$ cat src/rtl/if_stage.sv
// Instruction-fetch stage with IF/ID pipeline register: fetch PC, variable-latency
// instruction-memory handshake, stall/flush handling and branch/jump redirects.
module if_stage #(
   parameter int unsigned      WIDTH    = 32,
   parameter logic [WIDTH-1:0] RESET_PC = '0
) (
   input  logic             clk,
   input  logic             rst,
   input  logic             stall_fetch,
   input  logic             stall_decode,
   input  logic             flush_decode,
   input  logic             pcsrc_decode,
   input  logic             jump_decode,
   input  logic [WIDTH-1:0] pc_branch,
   input  logic [WIDTH-1:0] pc_jump,
   output logic             imem_req,
   output logic [WIDTH-1:0] imem_addr,
   input  logic [WIDTH-1:0] imem_rdata,
   input  logic             imem_ready,
   output logic [WIDTH-1:0] instr_decode,
   output logic [WIDTH-1:0] pc_decode,
   output logic             valid_decode,
   output logic             fetch_busy
);

   typedef enum logic {
      ST_RUN,
      ST_DISCARD
   } state_e;

   state_e           state_q, state_d;
   logic [WIDTH-1:0] pc_q, pc_d;
   logic [WIDTH-1:0] target_q, target_d;
   logic [WIDTH-1:0] instr_q, instr_d;
   logic [WIDTH-1:0] pcd_q, pcd_d;
   logic             valid_q, valid_d;
   logic             req_q;

   logic             redir;
   logic             rsp;
   logic             load_word;
   logic [WIDTH-1:0] redir_target;
   logic [WIDTH-1:0] pc_plus4;

   assign redir        = pcsrc_decode | jump_decode;
   assign redir_target = jump_decode ? pc_jump : pc_branch;
   // A response only counts while a request is outstanding (not in the post-reset cycle).
   assign rsp          = req_q & imem_ready;
   assign pc_plus4     = pc_q + WIDTH'(4);

   // Fetch PC / redirect FSM.
   always_comb begin
      // NOTE: every always_comb output gets a default first so no path infers a latch.
      state_d   = state_q;
      pc_d      = pc_q;
      target_d  = target_q;
      load_word = 1'b0;
      case (state_q)
         ST_RUN: begin
            if (!stall_fetch) begin
               if (rsp) begin
                  if (redir) begin
                     pc_d = redir_target;
                  end else begin
                     pc_d      = pc_plus4;
                     load_word = 1'b1;
                  end
               end else if (redir) begin
                  target_d = redir_target;
                  state_d  = ST_DISCARD;
               end
            end
         end
         ST_DISCARD: begin
            // The in-flight word belongs to the wrong path; a newer redirect wins.
            if (redir) target_d = redir_target;
            if (rsp) begin
               pc_d    = redir ? redir_target : target_q;
               state_d = ST_RUN;
            end
         end
         default: state_d = ST_RUN;
      endcase
   end

   // IF/ID register: stall beats flush, flush beats load.
   always_comb begin
      instr_d = instr_q;
      pcd_d   = pcd_q;
      valid_d = valid_q;
      if (!stall_decode) begin
         if (load_word && !flush_decode) begin
            instr_d = imem_rdata;
            pcd_d   = pc_plus4;
            valid_d = 1'b1;
         end else begin
            instr_d = '0;
            pcd_d   = '0;
            valid_d = 1'b0;
         end
      end
   end

   always_ff @(posedge clk or posedge rst) begin
      if (rst) begin
         state_q  <= ST_RUN;
         pc_q     <= RESET_PC;
         target_q <= '0;
         req_q    <= 1'b0;
         instr_q  <= '0;
         pcd_q    <= '0;
         valid_q  <= 1'b0;
      end else begin
         // NOTE: sequential state uses non-blocking assignment so all registers update together.
         state_q  <= state_d;
         pc_q     <= pc_d;
         target_q <= target_d;
         req_q    <= 1'b1;
         instr_q  <= instr_d;
         pcd_q    <= pcd_d;
         valid_q  <= valid_d;
      end
   end

   assign imem_req     = req_q;
   assign imem_addr    = pc_q;
   assign instr_decode = instr_q;
   assign pc_decode    = pcd_q;
   assign valid_decode = valid_q;
   assign fetch_busy   = (state_q == ST_DISCARD) | (req_q & ~imem_ready);

   // The memory relies on the address staying put while a request is pending.
   addr_stable_a : assert property (@(posedge clk) disable iff (rst)
      (imem_req && !imem_ready) |=> $stable(imem_addr));

endmodule

$ cat config.mk
export PLATFORM = sky130hd
export DESIGN_NAME = if_stage
export DESIGN_NICKNAME = d
export VERILOG_FILES = /design/src/rtl/if_stage.sv
export SDC_FILE = /design/constraint.sdc
export NUM_CORES = 1
export LEC_CHECK = 0
export BUFFER_PORTS_ARGS = -buffer_cell sky130_fd_sc_hd__clkbuf_2
export CAP_MARGIN = 20
export CORE_UTILIZATION = 31
export DETAILED_ROUTE_END_ITERATION = 10
export RECOVER_POWER = 100
export SYNTH_ARGS = -nofsm -noshare
export SYNTH_HDL_FRONTEND = slang
export SYNTH_SLANG_ARGS = --single-unit
$ cat constraint.sdc
create_clock -name clk -period 3.9 [get_ports clk]
set_input_delay 0.585 -clock clk [delete_from_list [all_inputs] [get_ports clk]]
set_output_delay 0.585 -clock clk [all_outputs]
set_load 0.03 [all_outputs]
==> metrics.txt, run 1 <==
type of the most critical hold path primary input to register; growth of design area from synthesis to finish 24.27%; clock group share of total power 0.394; number of clock buffers inserted by TritonCTS 17; Least-Margin Pin Slew 1.859 ns; part of the power in combinational logic 0.200; Total Negative Setup Slacks 0 ns; sequential cell area fraction in the yosys report 0.4876; clock sinks 131; fraction of layout cells with a size suffix above 1 0.1687; number of inserted diodes 0; switching share of total power 0.3345; number of cells traversed by the worst register-to-register path 6; number of vias in the routed layout 6,344; initial standard-cell utilization of the core 0.3178; clock period minus final worst setup slack 2.953 ns; Final nets 999; detailed-route vias per instance 5.367; Post-DP Area 7929 um2; vias in the first global route 5,652; violations in the final reports capacitance limit, slew limit; post-layout util 0.3949; post-route ant nets 0; count of maximum capacitance violations 3; residual overflow from global routing 0; number of synthesis warnings 0; post-synthesis async set-or-reset flop share 1.000; Die Outline Area 22,280 um2; Setup Viol. Count Final 0; PostCTS Resize Cnt 0; Critical Path End instr_decode[20]$_DFFE_PP0N_; total power 4.189 mW; Final Hold Vio Count 0; gp weighted congestion 0.8476; Slew headroom -0.2391; global-route wire length before repair 32.93 mm; Pleak 3.585 nW; detailed placement HPWL 15.31 mm; summed area of non-filler cells in the final layout 8354 um2; FF+latch count, synth 131; total power divided by cell area 501.5 nW/um2; number of cells produced by synthesis 726; status finished with violations; required time of the worst setup path 4.26 ns; std cell rows 53; die boundary height 149.3 um; number of cells traversed by the worst hold path 2; Internal Power 2.788 mW; root cell of the clock tree sky130_fd_sc_hd__clkbuf_16; Worst Setup SP jump_decode; CP startpoint kind primary input; number of I/O port buffers 202; register-to-register setup slack 0.99 ns; filler cell count 2,194; EDFF count, synth 0; Post-CTS Setup Repair Bufs 0; number of H-tree levels 4; f_max 0.3386 GHz; number of top-level pins 203; number of buffers between clock root and the deepest sink 2; TritonCTS clock tree done; Overall Global Routing Usage 0.1950; Die Span X 149.3 um; Slew Limit Fails 203; most common cell after layout, fill and taps aside sky130_fd_sc_hd__dfrtp_1; Detailed Routing Iterations Pass 1 7; launch instance of the worst register-to-register path imem_req$_DFF_PP0_; largest driver fanout on the critical path 51; kind of capture point of the worst setup path register; DRT Wirelength 21.90 mm; # hold bufs at CTS 0; primary flip-flop cell chosen by synthesis mapping sky130_fd_sc_hd__dfrtp_1; Post-route DRC 0; Mapped Nets 831; commonest non-fill, non-tap cells in the layout 131 x sky130_fd_sc_hd__dfrtp_1, 103 x sky130_fd_sc_hd__clkbuf_2, 102 x sky130_fd_sc_hd__clkbuf_1; pin count of the biggest net entering global routing 132; post-synth design cell area 6723 um2; Clk Latency, worst-skew pair 0.43 ns; routed length per placed instance 18.53 um; clock tree skew after final layout 0.01159 ns; Netlist cell types 53; Worst IR Drop VDD 0.2969 mV; Clock transition at path regs 0.07 ns; initial DRC count 539; cell total after placement 1,150; sequential group share of total power 0.406; initial antenna violation count 2; post-route clock period utilization 0.7573; count of non-filler cells in the finished layout 1,182; path type of the worst setup path primary input to register; Synth Area per Inst 9.260 um2; critical register-to-register path endpoint target_q[21]$_DFFE_PP0P_; WP data arrival 3.31 ns; sw power 1.401 mW; RSZ-0062 raised after global routing false; Core Footprint 21,150 um2
[power groups by stage]
stage	clock, mW	combinational (mW)	sequential [mW]
2_1_floorplan	0	0.452	1.82
3_3_place_gp	0	0.863	1.72
3_5_place_dp	0	0.871	1.72
4_1_cts	1.67	0.874	1.70
5_1_grt	1.74	0.916	1.73
6_report	1.65	0.838	1.70
[worst max-delay path, cell delays in order]
cell and delay [ns]:
sky130_fd_sc_hd__clkbuf_2 0.20, sky130_fd_sc_hd__buf_4 0.34, sky130_fd_sc_hd__nor3_2 0.25, sky130_fd_sc_hd__buf_4 0.30, sky130_fd_sc_hd__and2_1 0.16, sky130_fd_sc_hd__clkbuf_1 1.18, sky130_fd_sc_hd__a22o_1 0.28
[flip-flops by register name, summed over array words and instances, names as in the netlist]
name,flops
imem_addr,32
state_q,1
instr_decode,32
target_q,32
pc_decode,32
valid_decode,1
imem_req,1
[cell families after synthesis]
| group | count (synthesis) | synth area share |
|---|---|---|
| flip-flops | 131 | 0.4876 |
| AND/OR/NAND/NOR | 192 | 0.1470 |
| XOR/XNOR | 28 | 0.03648 |
| AO/OA/AOI/OAI | 289 | 0.2736 |
| buffers and inverters | 80 | 0.04653 |
| adder cells (fa/ha/maj) | 1 | 0.001861 |
| other | 1 | 0.0005578 |
| multiplexers | 4 | 0.006328 |
[worst min-delay path by stage]
stage	from	end	slack [ns]
3_5_place_dp	pc_decode[28]$_DFFE_PP0N_	pc_decode[28]$_DFFE_PP0N_	0.47
4_1_cts	imem_rdata[10]	instr_decode[10]$_DFFE_PP0N_	0.35
5_1_grt	imem_rdata[0]	instr_decode[0]$_DFFE_PP0N_	0.35
2_1_floorplan	target_q[21]$_DFFE_PP0P_	target_q[21]$_DFFE_PP0P_	0.50
6_report	imem_rdata[10]	instr_decode[10]$_DFFE_PP0N_	0.36
3_3_place_gp	valid_decode$_DFFE_PP0N_	valid_decode$_DFFE_PP0N_	0.46
[routing by layer]
layer	wire length (um)	global-route usage	vias to the layer above
met5	25	0	-
met4	350	0.06429	4
met3	1586	0.05566	27
met2	9876	0.2826	218
met1	10060	0.2768	3070
li1	-	-	3025
[cell type report]
| type | instances | area (um2) | area share |
|---|---|---|---|
| clock buffers | 17 | 425.4 | 0.05092 |
| clock inverters | 15 | 182.7 | 0.02187 |
| inverters | 17 | 67.56 | 0.008087 |
| multi-input cells | 515 | 3105 | 0.3717 |
| flip-flops and latches | 131 | 3278 | 0.3924 |
| well taps | 275 | 344.1 | 0.04119 |
| repair buffers | 212 | 950.9 | 0.1138 |
[stage by stage]
step | setup WS [ns] | hold slack (ns)
after floorplan | 1.692 | 0.4964
final | 0.9467 | 0.3603
after global placement | 1.289 | 0.4644
after CTS | 1.610 | 0.3489
after detailed placement | 1.254 | 0.4720
after global routing | 0.7217 | 0.3543
[synthesized netlist by cell type (2+ instances only)]
| library cell | number | area (um2) |
|---|---|---|
| sky130_fd_sc_hd__nand2_1 | 92 | 345.3 |
| sky130_fd_sc_hd__a221o_1 | 4 | 40.04 |
| sky130_fd_sc_hd__and2_1 | 4 | 25.02 |
| sky130_fd_sc_hd__nor3_2 | 2 | 20.02 |
| sky130_fd_sc_hd__o311ai_1 | 8 | 70.07 |
| sky130_fd_sc_hd__o22ai_1 | 59 | 369.1 |
| sky130_fd_sc_hd__o2bb2ai_1 | 4 | 35.03 |
| sky130_fd_sc_hd__and3_1 | 4 | 25.02 |
| sky130_fd_sc_hd__clkbuf_1 | 49 | 183.9 |
| sky130_fd_sc_hd__nand2b_1 | 3 | 18.77 |
| sky130_fd_sc_hd__dfrtp_1 | 131 | 3278 |
| sky130_fd_sc_hd__nor2b_1 | 2 | 12.51 |
| sky130_fd_sc_hd__a32oi_1 | 8 | 70.07 |
| sky130_fd_sc_hd__o32ai_1 | 2 | 17.52 |
| sky130_fd_sc_hd__mux2i_1 | 2 | 20.02 |
| sky130_fd_sc_hd__nor3_1 | 3 | 15.01 |
| sky130_fd_sc_hd__xnor2_1 | 15 | 131.4 |
| sky130_fd_sc_hd__mux2_2 | 2 | 22.52 |
| sky130_fd_sc_hd__a221oi_1 | 9 | 78.83 |
| sky130_fd_sc_hd__nor2_1 | 32 | 120.1 |
| sky130_fd_sc_hd__and4_1 | 3 | 26.28 |
| sky130_fd_sc_hd__nand3_1 | 11 | 55.05 |
| sky130_fd_sc_hd__o31a_1 | 6 | 52.55 |
| sky130_fd_sc_hd__nand3b_1 | 7 | 52.55 |
| sky130_fd_sc_hd__a22o_1 | 35 | 306.5 |
| sky130_fd_sc_hd__buf_1 | 4 | 15.01 |
| sky130_fd_sc_hd__nor4_4 | 2 | 42.54 |
| sky130_fd_sc_hd__xor2_1 | 13 | 113.9 |
| sky130_fd_sc_hd__o21ai_0 | 63 | 315.3 |
| sky130_fd_sc_hd__and3b_1 | 10 | 87.58 |
| sky130_fd_sc_hd__nor4_2 | 2 | 25.02 |
| sky130_fd_sc_hd__buf_2 | 10 | 50.05 |
| sky130_fd_sc_hd__o21ai_1 | 6 | 30.03 |
| sky130_fd_sc_hd__inv_1 | 16 | 60.06 |
| sky130_fd_sc_hd__nand4_1 | 9 | 56.30 |
| sky130_fd_sc_hd__a21oi_1 | 77 | 385.4 |
Power figures use the tool's default switching activity.
==> run 2, diff against run 1 <==
--- a/config.mk
+++ b/config.mk
@@ -5,6 +5,7 @@
 export SDC_FILE = /design/constraint.sdc
 export NUM_CORES = 1
 export LEC_CHECK = 0
+export ABC_AREA = 1
 export BUFFER_PORTS_ARGS = -buffer_cell sky130_fd_sc_hd__clkbuf_2
 export CAP_MARGIN = 20
 export CORE_UTILIZATION = 31
==> constraint.sdc (replaced) <==
create_clock -name clk -period 3 [get_ports clk]
set_input_delay 0.45 -clock clk [delete_from_list [all_inputs] [get_ports clk]]
set_output_delay 0.45 -clock clk [all_outputs]
set_load 0.03 [all_outputs]
==> run 2 against run 1 <==
The run still ends with capacitance limit, slew limit left; clock power up 33%; clock skew about the same; flip-flop and latch count unchanged; die area decreased by 2.4%; combinational power increased by 35%; via count is 3.7% lower; non-clock buffer count decreased by 2; critical path type unchanged; highest routed layer is now met4.
==> metrics.txt, run 2 <==
initial antenna violation count 0; Total Negative Setup Slacks 0 ns; number of synthesis warnings 0; detailed-route vias per instance 4.773; multi-input combinational cell area 2808 um2; Overall Global Routing Usage 0.1895; leading cell types by total area after synthesis sky130_fd_sc_hd__dfrtp_1 50%, sky130_fd_sc_hd__nand2_1 12%, sky130_fd_sc_hd__o21ai_0 5.9%, sky130_fd_sc_hd__nor2_1 5.5%, sky130_fd_sc_hd__a22o_1 5.1%; sequential cell area fraction in the yosys report 0.4996; most common cell after layout, fill and taps aside sky130_fd_sc_hd__nand2_1; detailed placement HPWL 14.65 mm; Die Outline Area 21,750 um2; violations in the final reports capacitance limit, slew limit; number of inserted diodes 0; area share of the largest cell type after synthesis 0.4996; largest driver fanout on the critical path 50; summed area of non-filler cells in the final layout 8253 um2; status finished with violations; Clk Latency, worst-skew pair 0.43 ns; clock tree skew after final layout 0.01124 ns; share of the synthesized area in compound gates (AO/OA/AOI/OAI) 0.1714; Core Footprint 20,490 um2; growth of design area from synthesis to finish 25.78%; share of synthesized cell area in full adder, half adder and majority cells 0.001907; initial DRC count 415; Slew headroom -0.2127; min setup slack post-route 0.7617 ns; switching share of total power 0.3426; # hold bufs at CTS 0; fraction of layout cells with a size suffix above 1 0.1594; TritonCTS clock tree done; part of the power in combinational logic 0.208; Slew Limit Fails 132; root cell of the clock tree sky130_fd_sc_hd__clkbuf_16; PostCTS Resize Cnt 0; path type of the worst setup path primary input to register; primary flip-flop cell chosen by synthesis mapping sky130_fd_sc_hd__dfrtp_1; required time of the worst setup path 3.28 ns; pre-CTS worst setup slack 0.8103 ns; sequential group share of total power 0.390; vias in the first global route 5,795; Final Hold Vio Count 0; post-synthesis async set-or-reset flop share 1.000; mux share of post-synthesis cell area 0; cell with the most instances after synthesis sky130_fd_sc_hd__nand2_1; hold slack final 0.2389 ns; number of cells traversed by the worst hold path 2; Die Span X 147.5 um; clock period minus final worst setup slack 2.238 ns; DRT Wirelength 20.00 mm; number of buffers between clock root and the deepest sink 2; commonest non-fill, non-tap cells in the layout 216 x sky130_fd_sc_hd__nand2_1, 131 x sky130_fd_sc_hd__dfrtp_1, 102 x sky130_fd_sc_hd__clkbuf_2; pin count of the biggest net entering global routing 132; clock sinks 131; clock group share of total power 0.402; Pleak 4.007 nW; area of all sequential standard cells 3278 um2; Final nets 1,102; type of the most critical hold path primary input to register; xor/xnor share of the synthesized area 0.01468; initial standard-cell utilization of the core 0.3201; top cells by instance count after synthesis 214 x sky130_fd_sc_hd__nand2_1, 131 x sky130_fd_sc_hd__dfrtp_1, 96 x sky130_fd_sc_hd__nor2_1; std cell rows 52; Detailed Routing Iterations Pass 1 7; f_max 0.4468 GHz; post-route clock period utilization 0.7461; number of H-tree levels 4; FF+latch count, synth 131; routed length per placed instance 15.63 um; count of maximum capacitance violations 1; number of I/O port buffers 202; residual overflow from global routing 0; Internal Power 3.592 mW; CP startpoint kind primary input; filler cell count 2,160; Worst IR Drop VDD 0.3301 mV; Simple-Gate Fraction of Synth Area 0.2408; Least-Margin Pin Slew 1.819 ns; RSZ-0062 raised after global routing false; sw power 1.872 mW; Netlist cell types 36; number of cells traversed by the worst register-to-register path 8; post-synth design cell area 6561 um2; die boundary height 147.5 um; number of top-level pins 203; EDFF count, synth 0; Mapped Nets 915; total power divided by cell area 662.2 nW/um2; post-route ant nets 0; number of clock buffers inserted by TritonCTS 17; kind of capture point of the worst setup path register; Post-DP Area 7785 um2; global-route wire length before repair 31.85 mm; Synth Area per Inst 8.100 um2; gp weighted congestion 0.8768; dominant combinational cell family by area after synthesis simple AND/OR/NAND/NOR gates; WP data arrival 2.52 ns; number of cells produced by synthesis 810; number of vias in the routed layout 6,109; Post-CTS Setup Repair Bufs 0; Post-route DRC 0; Yosys top cell by area sky130_fd_sc_hd__dfrtp_1; Setup Viol. Count Final 0; Clock transition at path regs 0.06 ns
[run 2: cells by family after synthesis]
logic type / Yosys count
buffers and inverters: 109
other: 1
AO/OA/AOI/OAI: 181
XOR/XNOR: 11
flip-flops: 131
adder cells (fa/ha/maj): 1
AND/OR/NAND/NOR: 376
[run 2: critical path: stages]
cell and delay [ns]:
sky130_fd_sc_hd__clkbuf_1 0.64, sky130_fd_sc_hd__inv_2 0.52, sky130_fd_sc_hd__o21ai_0 0.50, sky130_fd_sc_hd__nand2_1 0.09
sky130_fd_sc_hd__a21oi_1 0.20, sky130_fd_sc_hd__a22oi_1 0.10
[run 2: routing by layer]
metal	wire length, um	vias up	GRT usage
met5	0	-	0
met4	197	0	0.05412
met3	1088	18	0.03920
met2	8747	210	0.2851
met1	9966	2829	0.2734
li1	-	3052	-
[run 2: worst paths after layout]
path | slack (ns) | to | startpoint
max | 0.76 | imem_addr[5]$_DFFE_PP0P_ | jump_decode
min | 0.24 | instr_decode[9]$_DFFE_PP0N_ | imem_rdata[9]
max reg2reg | 1.12 | imem_addr[24]$_DFFE_PP0P_ | imem_addr[2]$_DFFE_PP0P_
min reg2reg | 0.47 | pc_decode[25]$_DFFE_PP0N_ | pc_decode[25]$_DFFE_PP0N_
max in group asynchronous | 1.18 | pc_decode[19]$_DFFE_PP0N_ | rst
min in group asynchronous | 0.70 | instr_decode[1]$_DFFE_PP0N_ | rst
[run 2: area by class of cell]
type | count | share of cell area
tap | 270 | 0.04093
clock buffer | 17 | 0.05155
timing repair buffer | 210 | 0.1157
multi-input combinational | 570 | 0.3402
clock inverter | 15 | 0.02350
sequential | 131 | 0.3972
inverter | 67 | 0.03093
[run 2: stage by stage]
stage	power, mW	std cells	utilization
2_1_floorplan	2.898	810	-
3_3_place_gp	3.320	1248	0.3799
3_5_place_dp	3.326	1248	0.3799
4_1_cts	5.540	1280	0.4101
5_1_grt	5.724	1280	0.4027
6_report	5.465	1280	0.4027
[run 2: power groups by stage]
stage | Sequential [mW] | Clock [mW] | Combinational, mW
2_1_floorplan | 2.29 | 0 | 0.606
4_1_cts | 2.13 | 2.24 | 1.17
3_3_place_gp | 2.16 | 0 | 1.16
3_5_place_dp | 2.16 | 0 | 1.17
5_1_grt | 2.16 | 2.30 | 1.27
6_report | 2.13 | 2.20 | 1.13
==> run 3, diff against run 2 <==
--- a/config.mk
+++ b/config.mk
@@ -5,7 +5,7 @@
 export SDC_FILE = /design/constraint.sdc
 export NUM_CORES = 1
 export LEC_CHECK = 0
-export ABC_AREA = 1
+export ABC_AREA = 0
 export BUFFER_PORTS_ARGS = -buffer_cell sky130_fd_sc_hd__clkbuf_2
 export CAP_MARGIN = 20
 export CORE_UTILIZATION = 31
==> constraint.sdc (replaced) <==
create_clock -name clk -period 1.9 [get_ports clk]
set_input_delay 0.285 -clock clk [delete_from_list [all_inputs] [get_ports clk]]
set_output_delay 0.285 -clock clk [all_outputs]
set_load 0.03 [all_outputs]
==> run 3 against run 2 <==
The run now ends clean; worst hold slack lost 0.17 ns; clock-buffer cell count grew 1; clock power grew 55%; cell count shrank 4.5%; sequential power grew 59%; clock skew shrank 0.0043 ns; setup slack lost 0.66 ns; largest power group unchanged; highest routed layer unchanged.
==> metrics.txt, run 3 (synthesized netlist as in run 1, its figures left out) <==
clock tree skew after final layout 0.006989 ns; largest driver fanout on the critical path 27; initial antenna violation count 0; Least-Margin Pin Slew 1.227 ns; count of maximum capacitance violations 0; kind of capture point of the worst setup path output pin; CP peak stage delay 0.39 ns; path type of the worst setup path register to output pin; number of cells traversed by the worst register-to-register path 6; status finished, final reports clean; Core Footprint 21,150 um2; switching share of total power 0.3362; WP data arrival 1.51 ns; number of I/O port buffers 202; die boundary height 149.3 um; vias in the first global route 5,917; initial DRC count 558; number of vias in the routed layout 6,546; Detailed Routing Iterations Pass 1 5; critical register-to-register path endpoint pc_decode[29]$_DFFE_PP0N_; Final nets 1,039; register-to-register setup slack 0.13 ns; post-route clock period utilization 0.9439; residual overflow from global routing 0; critical path's slowest cell sky130_fd_sc_hd__dfrtp_1; logic depth of the worst setup path including buffers 3; total power 8.907 mW; clock period minus final worst setup slack 1.793 ns; count of non-filler cells in the finished layout 1,222; sw power 2.995 mW; count of buffering cells on the critical path with inverters included 2; Internal Power 5.912 mW; detailed-route vias per instance 5.357; required time of the worst setup path 1.62 ns; Worst IR Drop VDD 0.5078 mV; fraction of layout cells with a size suffix above 1 0.2196; pin count of the biggest net entering global routing 85; CP delay by family, top buffers and inverters; commonest non-fill, non-tap cells in the layout 128 x sky130_fd_sc_hd__dfrtp_1, 104 x sky130_fd_sc_hd__clkbuf_2, 101 x sky130_fd_sc_hd__clkbuf_1; gp weighted congestion 0.8059; type of the most critical hold path primary input to register; Pleak 3.854 nW; Overall Global Routing Usage 0.2044; f_max 0.5576 GHz; initial standard-cell utilization of the core 0.3178; DRT Wirelength 22.71 mm; Total Negative Setup Slacks 0 ns; Die Span X 149.3 um; Final Hold Vio Count 0; ordered list of cells on the worst path buf_12 -> a21o_1 -> clkbuf_1; TritonCTS clock tree done; number of clock buffers inserted by TritonCTS 17; total power divided by cell area 1011 nW/um2; post-route ant nets 0; Worst Setup SP state_q$_DFF_PP0_; number of top-level pins 203; root cell of the clock tree sky130_fd_sc_hd__clkbuf_16; clock group share of total power 0.383; cell total after placement 1,187; number of buffers between clock root and the deepest sink 2; most common cell after layout, fill and taps aside sky130_fd_sc_hd__dfrtp_1; pre-CTS worst setup slack -0.006736 ns; detailed placement HPWL 16.19 mm; part of the power in combinational logic 0.237; Setup Viol. Count Final 0; CP startpoint kind register; filler cell count 2,173; Slew headroom 0.1820; RSZ-0062 raised after global routing false; Clock transition at path regs 0.06 ns; number of H-tree levels 4; global-route wire length before repair 34.59 mm; number of inserted diodes 0; Critical Path End fetch_busy; Clk Latency, worst-skew pair 0.42 ns; Die Outline Area 22,280 um2; routed length per placed instance 18.58 um; growth of design area from synthesis to finish 31.03%; post-layout util 0.4164; min setup slack post-route 0.1065 ns; launch instance of the worst register-to-register path imem_addr[15]$_DFFE_PP0P_; Slew Limit Fails 0; Post-route DRC 0; sequential group share of total power 0.380; std cell rows 53; clock sinks 131
## run 3: worst min path at each step
stage,depth (start not counted),slack [ns],end,start
6_report,2,0.07,instr_decode[9]$_DFFE_PP0N_,imem_rdata[9]
3_5_place_dp,3,0.46,pc_decode[29]$_DFFE_PP0N_,rst
5_1_grt,2,0.06,instr_decode[10]$_DFFE_PP0N_,imem_rdata[10]
3_3_place_gp,3,0.46,pc_decode[29]$_DFFE_PP0N_,rst
2_1_floorplan,1,0.41,instr_decode[0]$_DFFE_PP0N_,imem_rdata[0]
4_1_cts,3,0.02,pc_decode[29]$_DFFE_PP0N_,rst
## run 3: per-stage QoR
step	hold slack, ns	area [um2]
3_5_place_dp	0.4590	8335
6_report	0.06740	8808
2_1_floorplan	0.4136	6778
4_1_cts	0.01644	8942
3_3_place_gp	0.4637	8335
5_1_grt	0.06394	8808
## run 3: power groups by stage
stage | Combinational [mW] | Sequential [mW] | Clock (mW)
6_report | 2.11 | 3.38 | 3.41
5_1_grt | 2.30 | 3.42 | 3.60
4_1_cts | 2.17 | 3.37 | 3.48
3_5_place_dp | 2.17 | 3.42 | 0
3_3_place_gp | 2.15 | 3.41 | 0
2_1_floorplan | 0.952 | 3.74 | 0
## run 3: what timing repair did
| action | 4_1_cts | 5_1_grt |
|---|---|---|
| setup buffers | 0 | 3 |
| hold endpoints to repair | 0 | 0 |
| hold buffers | 0 | 0 |
| pin swaps | 1 | 4 |
| gates resized for setup | 0 | 5 |
| setup endpoints to repair | 1 | 11 |
## run 3: cell type report
class | count | area, um2 | share of cell area
Multi-Input combinational cell | 515 | 3182 | 0.3612
Tap cell | 275 | 344.1 | 0.03906
Clock buffer | 18 | 429.2 | 0.04872
Timing Repair Buffer | 252 | 1329 | 0.1509
Sequential cell | 131 | 3282 | 0.3726
Inverter | 17 | 65.06 | 0.007386
Clock inverter | 14 | 177.7 | 0.02017
## run 3: layer usage
layer / part of all wire / up-vias / global-route usage
met5: 0 / - / 0
met4: 0.012 / 0 / 0.06071
met3: 0.058 / 19 / 0.03272
met2: 0.45 / 241 / 0.3037
met1: 0.48 / 3177 / 0.3023
li1: - / 3109 / -
